## src/rtl/spi_flash_reader.sv

```systemverilog
// Wishbone-style read slave that turns each x_cyc request into one SPI flash READ (0x03):
// opcode plus 24-bit address out, 32 data bits in, returned little-endian with a one-cycle ack.
module spi_flash_reader #(
   parameter int unsigned CLK_DIV = 1,
   parameter int unsigned CS_GAP  = 2
) (
   input  logic        wb_clk,
   input  logic        wb_rst,
   input  logic        x_cyc,
   input  logic [31:0] x_adr,
   output logic        x_ack,
   output logic [31:0] x_rdt,
   output logic        busy,
   output logic        spi_cs_n,
   output logic        spi_sck,
   output logic        spi_mosi,
   input  logic        spi_miso
);

   localparam int unsigned DivW = (CLK_DIV > 1) ? $clog2(CLK_DIV) : 1;
   localparam int unsigned GapW = (CS_GAP > 1) ? $clog2(CS_GAP) : 1;
   localparam logic [DivW-1:0] DivLast = DivW'(CLK_DIV - 1);
   localparam logic [GapW-1:0] GapLast = GapW'(CS_GAP - 1);

   typedef enum logic [2:0] {
      StIdle,
      StAddr,
      StData,
      StDone,
      StGap
   } state_e;

   state_e            state_q, state_d;
   logic [DivW-1:0]   div_q, div_d;
   logic [GapW-1:0]   gap_q, gap_d;
   logic [4:0]        bit_q, bit_d;
   logic [31:0]       tx_q, tx_d;
   logic [31:0]       rx_q, rx_d;
   logic              settle_q, settle_d;
   logic              cs_n_q, cs_n_d;
   logic              sck_q, sck_d;
   logic              mosi_q, mosi_d;
   logic              ack_q, ack_d;
   logic [31:0]       rdt_q, rdt_d;
   logic              busy_q, busy_d;

   logic              sck_tick;
   logic              sck_rise;
   logic              sck_fall;

   assign sck_tick = (div_q == DivLast);
   assign sck_rise = sck_tick && !sck_q;
   assign sck_fall = sck_tick && sck_q;

   always_comb begin
      state_d  = state_q;
      div_d    = div_q;
      gap_d    = gap_q;
      bit_d    = bit_q;
      tx_d     = tx_q;
      rx_d     = rx_q;
      settle_d = settle_q;
      cs_n_d   = cs_n_q;
      sck_d    = sck_q;
      mosi_d   = mosi_q;
      busy_d   = busy_q;
      ack_d    = 1'b0;
      rdt_d    = '0;

      unique case (state_q)
         StIdle: begin
            if (x_cyc) begin
               tx_d    = {8'h03, x_adr[23:0]};
               mosi_d  = 1'b0;  // MSB of the 0x03 opcode
               cs_n_d  = 1'b0;
               busy_d  = 1'b1;
               sck_d   = 1'b0;
               div_d   = '0;
               bit_d   = '0;
               state_d = StAddr;
            end
         end

         StAddr: begin
            if (sck_tick) begin
               div_d = '0;
               sck_d = ~sck_q;
            end else begin
               div_d = div_q + 1'b1;
            end
            if (sck_fall) begin
               tx_d  = {tx_q[30:0], 1'b0};
               bit_d = bit_q + 5'd1;
               if (bit_q == 5'd31) begin
                  mosi_d  = 1'b0;
                  state_d = StData;
               end else begin
                  mosi_d = tx_q[30];
               end
            end
         end

         StData: begin
            if (sck_tick) begin
               div_d = '0;
               sck_d = ~sck_q;
            end else begin
               div_d = div_q + 1'b1;
            end
            if (sck_rise) begin
               rx_d = {rx_q[30:0], spi_miso};
            end
            if (sck_fall) begin
               bit_d = bit_q + 5'd1;
               if (bit_q == 5'd31) begin
                  settle_d = 1'b0;
                  state_d  = StDone;
               end
            end
         end

         StDone: begin
            // One settle cycle after the last falling edge, then ack with the byte-swapped word.
            if (!settle_q) begin
               settle_d = 1'b1;
            end else begin
               ack_d   = 1'b1;
               rdt_d   = {rx_q[7:0], rx_q[15:8], rx_q[23:16], rx_q[31:24]};
               cs_n_d  = 1'b1;
               gap_d   = '0;
               state_d = StGap;
            end
         end

         StGap: begin
            if (gap_q == GapLast) begin
               busy_d  = 1'b0;
               state_d = StIdle;
            end else begin
               gap_d = gap_q + 1'b1;
            end
         end

         default: begin
            state_d = StIdle;
         end
      endcase
   end

   always_ff @(posedge wb_clk or posedge wb_rst) begin
      if (wb_rst) begin
         state_q  <= StIdle;
         div_q    <= '0;
         gap_q    <= '0;
         bit_q    <= '0;
         tx_q     <= '0;
         rx_q     <= '0;
         settle_q <= 1'b0;
         cs_n_q   <= 1'b1;
         sck_q    <= 1'b0;
         mosi_q   <= 1'b0;
         ack_q    <= 1'b0;
         rdt_q    <= '0;
         busy_q   <= 1'b0;
      end else begin
         state_q  <= state_d;
         div_q    <= div_d;
         gap_q    <= gap_d;
         bit_q    <= bit_d;
         tx_q     <= tx_d;
         rx_q     <= rx_d;
         settle_q <= settle_d;
         cs_n_q   <= cs_n_d;
         sck_q    <= sck_d;
         mosi_q   <= mosi_d;
         ack_q    <= ack_d;
         rdt_q    <= rdt_d;
         busy_q   <= busy_d;
      end
   end

   assign x_ack    = ack_q;
   assign x_rdt    = rdt_q;
   assign busy     = busy_q;
   assign spi_cs_n = cs_n_q;
   assign spi_sck  = sck_q;
   assign spi_mosi = mosi_q;

endmodule

```

## config.mk

```make
export PLATFORM = sky130hd
export DESIGN_NAME = spi_flash_reader
export DESIGN_NICKNAME = d
export VERILOG_FILES = /design/src/rtl/spi_flash_reader.sv
export SDC_FILE = /design/constraint.sdc
export NUM_CORES = 1
export LEC_CHECK = 0
export ABC_AREA = 0
export CORE_MARGIN = 2
export CORE_UTILIZATION = 30
export DETAILED_ROUTE_END_ITERATION = 7
export GPL_ROUTABILITY_DRIVEN = 1
export HOLD_SLACK_MARGIN = 0.15
export PLACE_DENSITY = 0.5
export SYNTH_ARGS = -nofsm -noshare
export SYNTH_HDL_FRONTEND = slang
export SYNTH_SLANG_ARGS = --single-unit
```

## constraint.sdc

```tcl
create_clock -name wb_clk -period 5 [get_ports wb_clk]
set_input_delay 1 -clock wb_clk [delete_from_list [all_inputs] [get_ports wb_clk]]
set_output_delay 1 -clock wb_clk [all_outputs]
set_load 0.005 [all_outputs]
```

==> results <==
- The headroom to the max-slew limit is between 30% and 40%.
- Setup violations remaining at the end of the flow were counted as 0.
- The longest individual stage delay on the worst path is ~620 ps.
- VDD sags by at most between 0.00015 and 0.0002 V.
- At the worst endpoint, the required time is 4000 ps.
- Entering global routing, the biggest net connects 78 pins.
- The worst register-to-register path ends at rx_q[27]$_DFFE_PP0P_.
- In the final layout, the share of cells above drive strength 1 is ~14%.
- The number of diodes is 0.
- In the post-synthesis netlist, the biggest area contributors are sky130_fd_sc_hd__dfrtp_1 (62%), sky130_fd_sc_hd__mux2_2 (8.2%), sky130_fd_sc_hd__mux2i_1 (5.5%), sky130_fd_sc_hd__and2_1 (4.7%), sky130_fd_sc_hd__nand2_1 (4.5%).
- The detail route stage leaves a number of antenna-violating nets equal to 0.
- After detailed routing, the number of vias per cell comes to ~4.5.
- Detailed routing inserted a total of 2747 vias.
- The startpoint of the lowest-slack hold path is rx_q[31]$_DFFE_PP0P_.
- Summed over all failing endpoints, the final setup total negative slack is 0 ps.
- The synthesized area is 0.00440 mm2.
- The cell taking the most area after synthesis is sky130_fd_sc_hd__dfrtp_1.
- The run finished with clean final reports.
- The number of antenna violations at the first check in global routing is 0.
- For this run, design rule violations remaining after detail routing come to 0.
- The fraction of synthesis flops using an asynchronous set or reset pin is between 90% and 100%.
- The final layout contains between 400 and 500 nets.
- The global-route congestion overflow total is 0.
- The average cell area after synthesis is 12.2 um2.
- The tightest min-delay check is of the register to register type.
- During I/O placement, the number of pins put on the boundary was 73.
- The number of global-route vias before repair is between 2000 and 3000.
- The first detailed-routing pass took 5 iterations.
- The clock latency at the later pin of the worst-skew pair is around 350 ps.
- The critical path goes through clkdlybuf4s50_1.
- The synthesized design devotes to its leading area cell type around 62% of total area.
- The count of hold-fix buffers inserted at cts is 0.
- The count of filler cells inserted in the layout is between 1000 and 1500.
- The buffer count from post-CTS setup fixing is 0.
- The post-synthesis net count is 400.
- Measured along the y axis, the die boundary spans roughly 130 um.
- The critical path class is register to output pin.
- For the worst setup path, the data arrival time is approximately 1600 ps.
- For the pin with the worst max-slew slack, the measured transition is ~960 ps.
- Timing would allow up to 390 MHz.
- The final critical path time including I/O delays and setup is between 2000 and 3000 ps.
- Once detailed placement completed, the half-perimeter wirelength came to around 5000 um.
- The sum of internal, switching and leakage power is 2150 uW.
- For this design the ratio of total power to cell area is 390 mW/mm2.
- The number of max-capacitance violations reported is 0.
- The final worst hold slack is around 480 ps.
- The synthesis warning total is 0.
- The total leakage power is 0.00261 uW.
- For this run, global-route usage on met1 was measured as approximately 14%.
- No sink is reached through more buffers than the 2 on the longest clock path.
- The critical-path cell with the highest stage delay is sky130_fd_sc_hd__dfrtp_1.
- The worst setup path is captured at an output pin.
- The share of the clock period used by the worst path after layout is between 50 and 60%.
- The kind of cell with the highest combined delay along the critical path is flip-flops.
- The clock buffer count from CTS is 9.
- Setup slack on the worst reg-to-reg path comes out at around 2900 ps.
- Synthesis inferred 110 register bits.
- Of the synthesized area, sequential elements account for 62.6%.
- The met3 routing resource usage after global routing is 3.25%.
- The cell count after synthesis came out at about 360.
- The die outline width is around 130 um.
- The clock sink count is 110.
- The netlist uses 35 different library cells.
- Setup repair after global routing left no endpoint under its margin.
- The global routing met2 resource utilization is 17.9%.
- The number of cells on the worst reg-to-reg path is 4.
- The number of buffer and inverter stages on the critical path is 1.
- In this run the number of cells on the critical path is 1.
- The initial utilization of the core area, before any placement, comes to about 31%.
- The number of gates given a new drive strength after cts is 0.
- In the global route stage, overall resource usage came out at approximately 11%.
- For this block, the initial DRC count from the detailed router was about 100.
- Leaving out fill and tap cells, the most frequent cell in the layout is sky130_fd_sc_hd__dfrtp_1.
- The level count of the clock H-tree is 3.
- The floorplan has 44 rows.
- The worst setup path is launched from a register.
- The routing layer with the top usage in global route is met2.
- The number of synthesized flops with an enable pin is 0.
- The wire length after detailed routing is just over 8000 um.
- The placer congestion estimate is between 0.7 and 0.8.
- The startpoint of the most critical setup path is spi_sck$_DFFE_PP0P_.
- The count of final max-slew check failures came to 0.
- The clock-pin transition on the worst setup and hold timing paths is around 80 ps.
- Clock skew on the completed layout was measured at between 8 and 9 ps.
- The cell chosen for the clock root is sky130_fd_sc_hd__clkbuf_16.
- Compared with the post-synthesis result, the final layout area differs by 25.0%.
- The per-cell routed wire length is approximately 13 um.
- The count of input and output buffers is 64.
- In the synthesized netlist the dominant register cell turns out to be sky130_fd_sc_hd__dfrtp_1.
- The most critical setup path has its endpoint at spi_sck.
- TritonCTS built the clock tree.
- The top cell types in the final layout, fill and taps aside, are sky130_fd_sc_hd__dfrtp_1 (109), sky130_fd_sc_hd__clkdlybuf4s50_1 (64), sky130_fd_sc_hd__nand2_1 (53).
- The overall die area is around 0.016 mm2.
- The final hold violation count came to 0.
- The critical-path maximum fanout is 13.
- The total area inside the core boundary comes to roughly 0.014 mm2.
- The first global-routing pass estimated about 14000 um of wire.
- The worst reg2reg path startpoint is state_q[1]$_DFFE_PP0P_.
[cell usage after synthesis (2+ instances only)]
cell                       instances
sky130_fd_sc_hd__ha_1              2
sky130_fd_sc_hd__nand2_1          53
sky130_fd_sc_hd__nor2b_1           3
sky130_fd_sc_hd__nor2_1            9
sky130_fd_sc_hd__inv_1             5
sky130_fd_sc_hd__mux2i_1          24
sky130_fd_sc_hd__a221oi_1          2
sky130_fd_sc_hd__buf_2             9
sky130_fd_sc_hd__dfrtp_1         109
sky130_fd_sc_hd__a21o_1            2
sky130_fd_sc_hd__a21oi_1           9
sky130_fd_sc_hd__mux2_2           32
sky130_fd_sc_hd__nor3_1            2
sky130_fd_sc_hd__and2_1           33
sky130_fd_sc_hd__nand4_1           2
sky130_fd_sc_hd__buf_4             5
sky130_fd_sc_hd__buf_1             2
sky130_fd_sc_hd__nand3_1           2
sky130_fd_sc_hd__clkbuf_1          4
sky130_fd_sc_hd__mux2_1            2
sky130_fd_sc_hd__o21ai_0          37
[cells by family after synthesis]
family / share of synthesized area [%]
buf+inv: 3.07
fa+ha+maj: 0.569
mux: 14.2
simple gates: 12.1
flops: 62.6
compound gates: 7.34
xor+xnor: 0.199
[how the worst min path moves through the flow]
stage / slack, ps / depth (start not counted) / to
2_1_floorplan: 440 / 1 / bit_q[3]$_DFFE_PP0P_
3_3_place_gp: 460 / 1 / bit_q[3]$_DFFE_PP0P_
3_5_place_dp: 470 / 1 / x_rdt[7]$_DFF_PP0_
4_1_cts: 490 / 1 / x_rdt[7]$_DFF_PP0_
5_1_grt: 510 / 1 / bit_q[3]$_DFFE_PP0P_
6_report: 480 / 1 / x_rdt[7]$_DFF_PP0_
[where the power goes]
part / total, uW / leakage [uW] / internal (uW) / switching [uW]
Sequential: 1080 / 0.00149 / 1000 / 82.1
Clock: 715 / 0.000145 / 356 / 359
Combinational: 348 / 0.000969 / 147 / 202
[area by class of cell]
class	count	area, um2	area share, %
flip-flops and latches	110	2750	50.1
multi-input cells	226	1520	27.6
repair buffers	69	678	12.3
well taps	184	230	4.19
clock buffers	9	225	4.09
clock inverters	7	75.1	1.36
inverters	5	21.3	0.387
[metrics by stage]
| step | utilization [%] | std cells | setup WS [ps] | instance area [um2] |
|---|---|---|---|---|
| 6_report | 38.1 | 610 | 2430 | 5500 |
| 5_1_grt | 38.1 | 610 | 2370 | 5500 |
| 4_1_cts | 38.1 | 610 | 2410 | 5500 |
| 3_5_place_dp | 36.1 | 594 | 2250 | 5200 |
| 3_3_place_gp | 36.1 | 594 | 2300 | 5200 |
| 2_1_floorplan | - | 362 | 1100 | 4400 |
[per-layer routing]
metal | vias to the layer above | share of wire, % | wire length [um]
li1 | 1341 | - | -
met1 | 1344 | 47 | 3810
met2 | 50 | 46 | 3790
met3 | 12 | 4.6 | 377
met4 | 0 | 2.2 | 181
met5 | - | 0 | 0
[flip-flops by register name (all words and copies together), names as in the netlist]
signal	cells
bit_q	5
busy	1
gap_q	1
rx_q	32
settle_q	1
spi_cs_n	1
spi_mosi	1
spi_sck	1
state_q	3
tx_q	31
x_ack	1
x_rdt	32
Note: power is estimated with default switching activity, not from simulation.
==> RTL change (same flow settings) <==
Set the parameter `CS_GAP` to 4 (it was 2).
--- a/src/rtl/spi_flash_reader.sv
+++ b/src/rtl/spi_flash_reader.sv
@@ -2,7 +2,7 @@
 // opcode plus 24-bit address out, 32 data bits in, returned little-endian with a one-cycle ack.
 module spi_flash_reader #(
    parameter int unsigned CLK_DIV = 1,
-   parameter int unsigned CS_GAP  = 2
+   parameter int unsigned CS_GAP  = 4
 ) (
    input  logic        wb_clk,
    input  logic        wb_rst,
Behaviour: no difference found for any inputs over 10 cycles, from zero or initial values and one cycle with wb_rst high; that may be too few to reach the edited logic, so the function may still have changed.
==> RTL change against the original RTL <==
Critical path depth up 3. Area after synthesis up 0.77%. Setup slack better by 0.039 ns. Combinational power up 100%. Cell area up 0.36%. Sequential share of layout area up 0.27 points. Sequential cell count up 1. Routed wire length up 3.2%. Power up 19%. Fmax up 1.5%. Synthesized cell count down 3.3%. Critical endpoint is now gap_q[0]$_DFFE_PP0P_.
==> RTL change: results (changes against the original RTL) <==
critical_path:
  crit_type: "reg2reg"
  crit_arrival_ns: 2.76  # +1.19 ns
  path_max_fanout: 34  # +21
  critPathLaunch: "state_q[1]$_DFFE_PP0P_"
  r2r_slack_ns: 2.47  # -0.47 ns
  timing.rr.end: "gap_q[0]$_DFFE_PP0P_"
drt:
  drt_iter0_drc: 82  # -20%
  via_per_inst: 4.53  # +0.50%
  route.met3.wl_um: 511  # +36%
  wl_met1_um: 4070  # +6.8%
finish:
  layout.nets: 447  # -2.6%
  regArea_um2: 2780  # +0.91%
  drive_above_1_share: 0.136  # -0.00290
  instances_no_fill: 597  # -2.1%
  nFillCells: 1409  # -0.49%
yosys:
  syn-instance-count: 350  # -3.3%
  synthMuxAreaShare: 0.144  # +0.00287
  yosys-top-cells-area: "dfrtp_1 (62%), mux2_2 (7.9%), mux2i_1 (6.3%), and2_1 (4.5%), nand2_1 (2.8%)"
  synth_commonest_cells: "dfrtp_1 (110), nand2_1 (33), and2_1 (32), mux2_2 (31), mux2i_1 (28)"
  synth_fa_ha_area_frac: 0.00847  # +0.00278
  synth-compound-area-share: 0.0734  # about the same
  ys_seq_area_frac: 0.627  # +0.000876
placement:
  placed_cell_area_um2: 5240  # +0.67%
  place_inst: 581  # -2.2%
  dp_slack_ns: 2.32  # +0.0674 ns
status:
  run_status: "completed"
sta:
  whs_ns: 0.487  # +0.00440 ns
  relSlewSlack: 0.255  # -0.104
  fin_skew_ns: 0.00604  # -0.00240 ns
  fmax_mhz: 396  # +1.5%
min_path:
  hold_end: "tx_q[16]$_DFFE_PP0P_"
  hold_path_startpoint: "tx_q[16]$_DFFE_PP0P_"
global_route:
  grt_pass1_vias: 2875  # -1.5%
  grt_max_degree: 62  # -21%
  met2_usage: 0.174  # -0.00446
  grtUsageMet3: 0.0398  # +0.00727
  grt_pass1_wl_um: 14500  # +2.6%
  track_usage: 0.115  # +0.00296
power_and_ir_drop:
  peakVddDrop_mv: 0.148  # -6.3%
  p_leak_nw: 2.68  # +3.0%
-- RTL change: cell count changes after synthesis, moves of 3 or more --
| cell | delta |
|---|---|
| o21ai_0 | -29 |
| o21ai_1 | +23 |
| nand2_1 | -20 |
| a22o_1 | +5 |
| buf_4 | -5 |
| nor2_1 | -5 |
| a21oi_1 | -4 |
| mux2i_1 | +4 |
| a22oi_1 | +3 |
| clkbuf_1 | +3 |
| inv_1 | +3 |
-- RTL change: final cells by class --
class,count,area share
well taps,184,0.0417
clock inverters,4,0.00521
clock buffers,12,0.0465
flip-flops and latches,111,0.503
multi-input cells,209,0.273
repair buffers,68,0.124
inverters,9,0.00657
-- RTL change: worst max-delay path, stage by stage, from the launching register on --
cell	delay (ns)
dfrtp_1	0.77
nor2b_1	0.33
and3_1	0.95
or2_2	0.27
o21ai_0	0.08
-- RTL change: power by group --
part	internal (W)	switching [W]	total, W
logic	0.000315	0.000379	0.000695
clock network	0.000367	0.000321	0.000688
registers	0.00105	0.000112	0.00116
total	0.00173	0.000813	0.00255
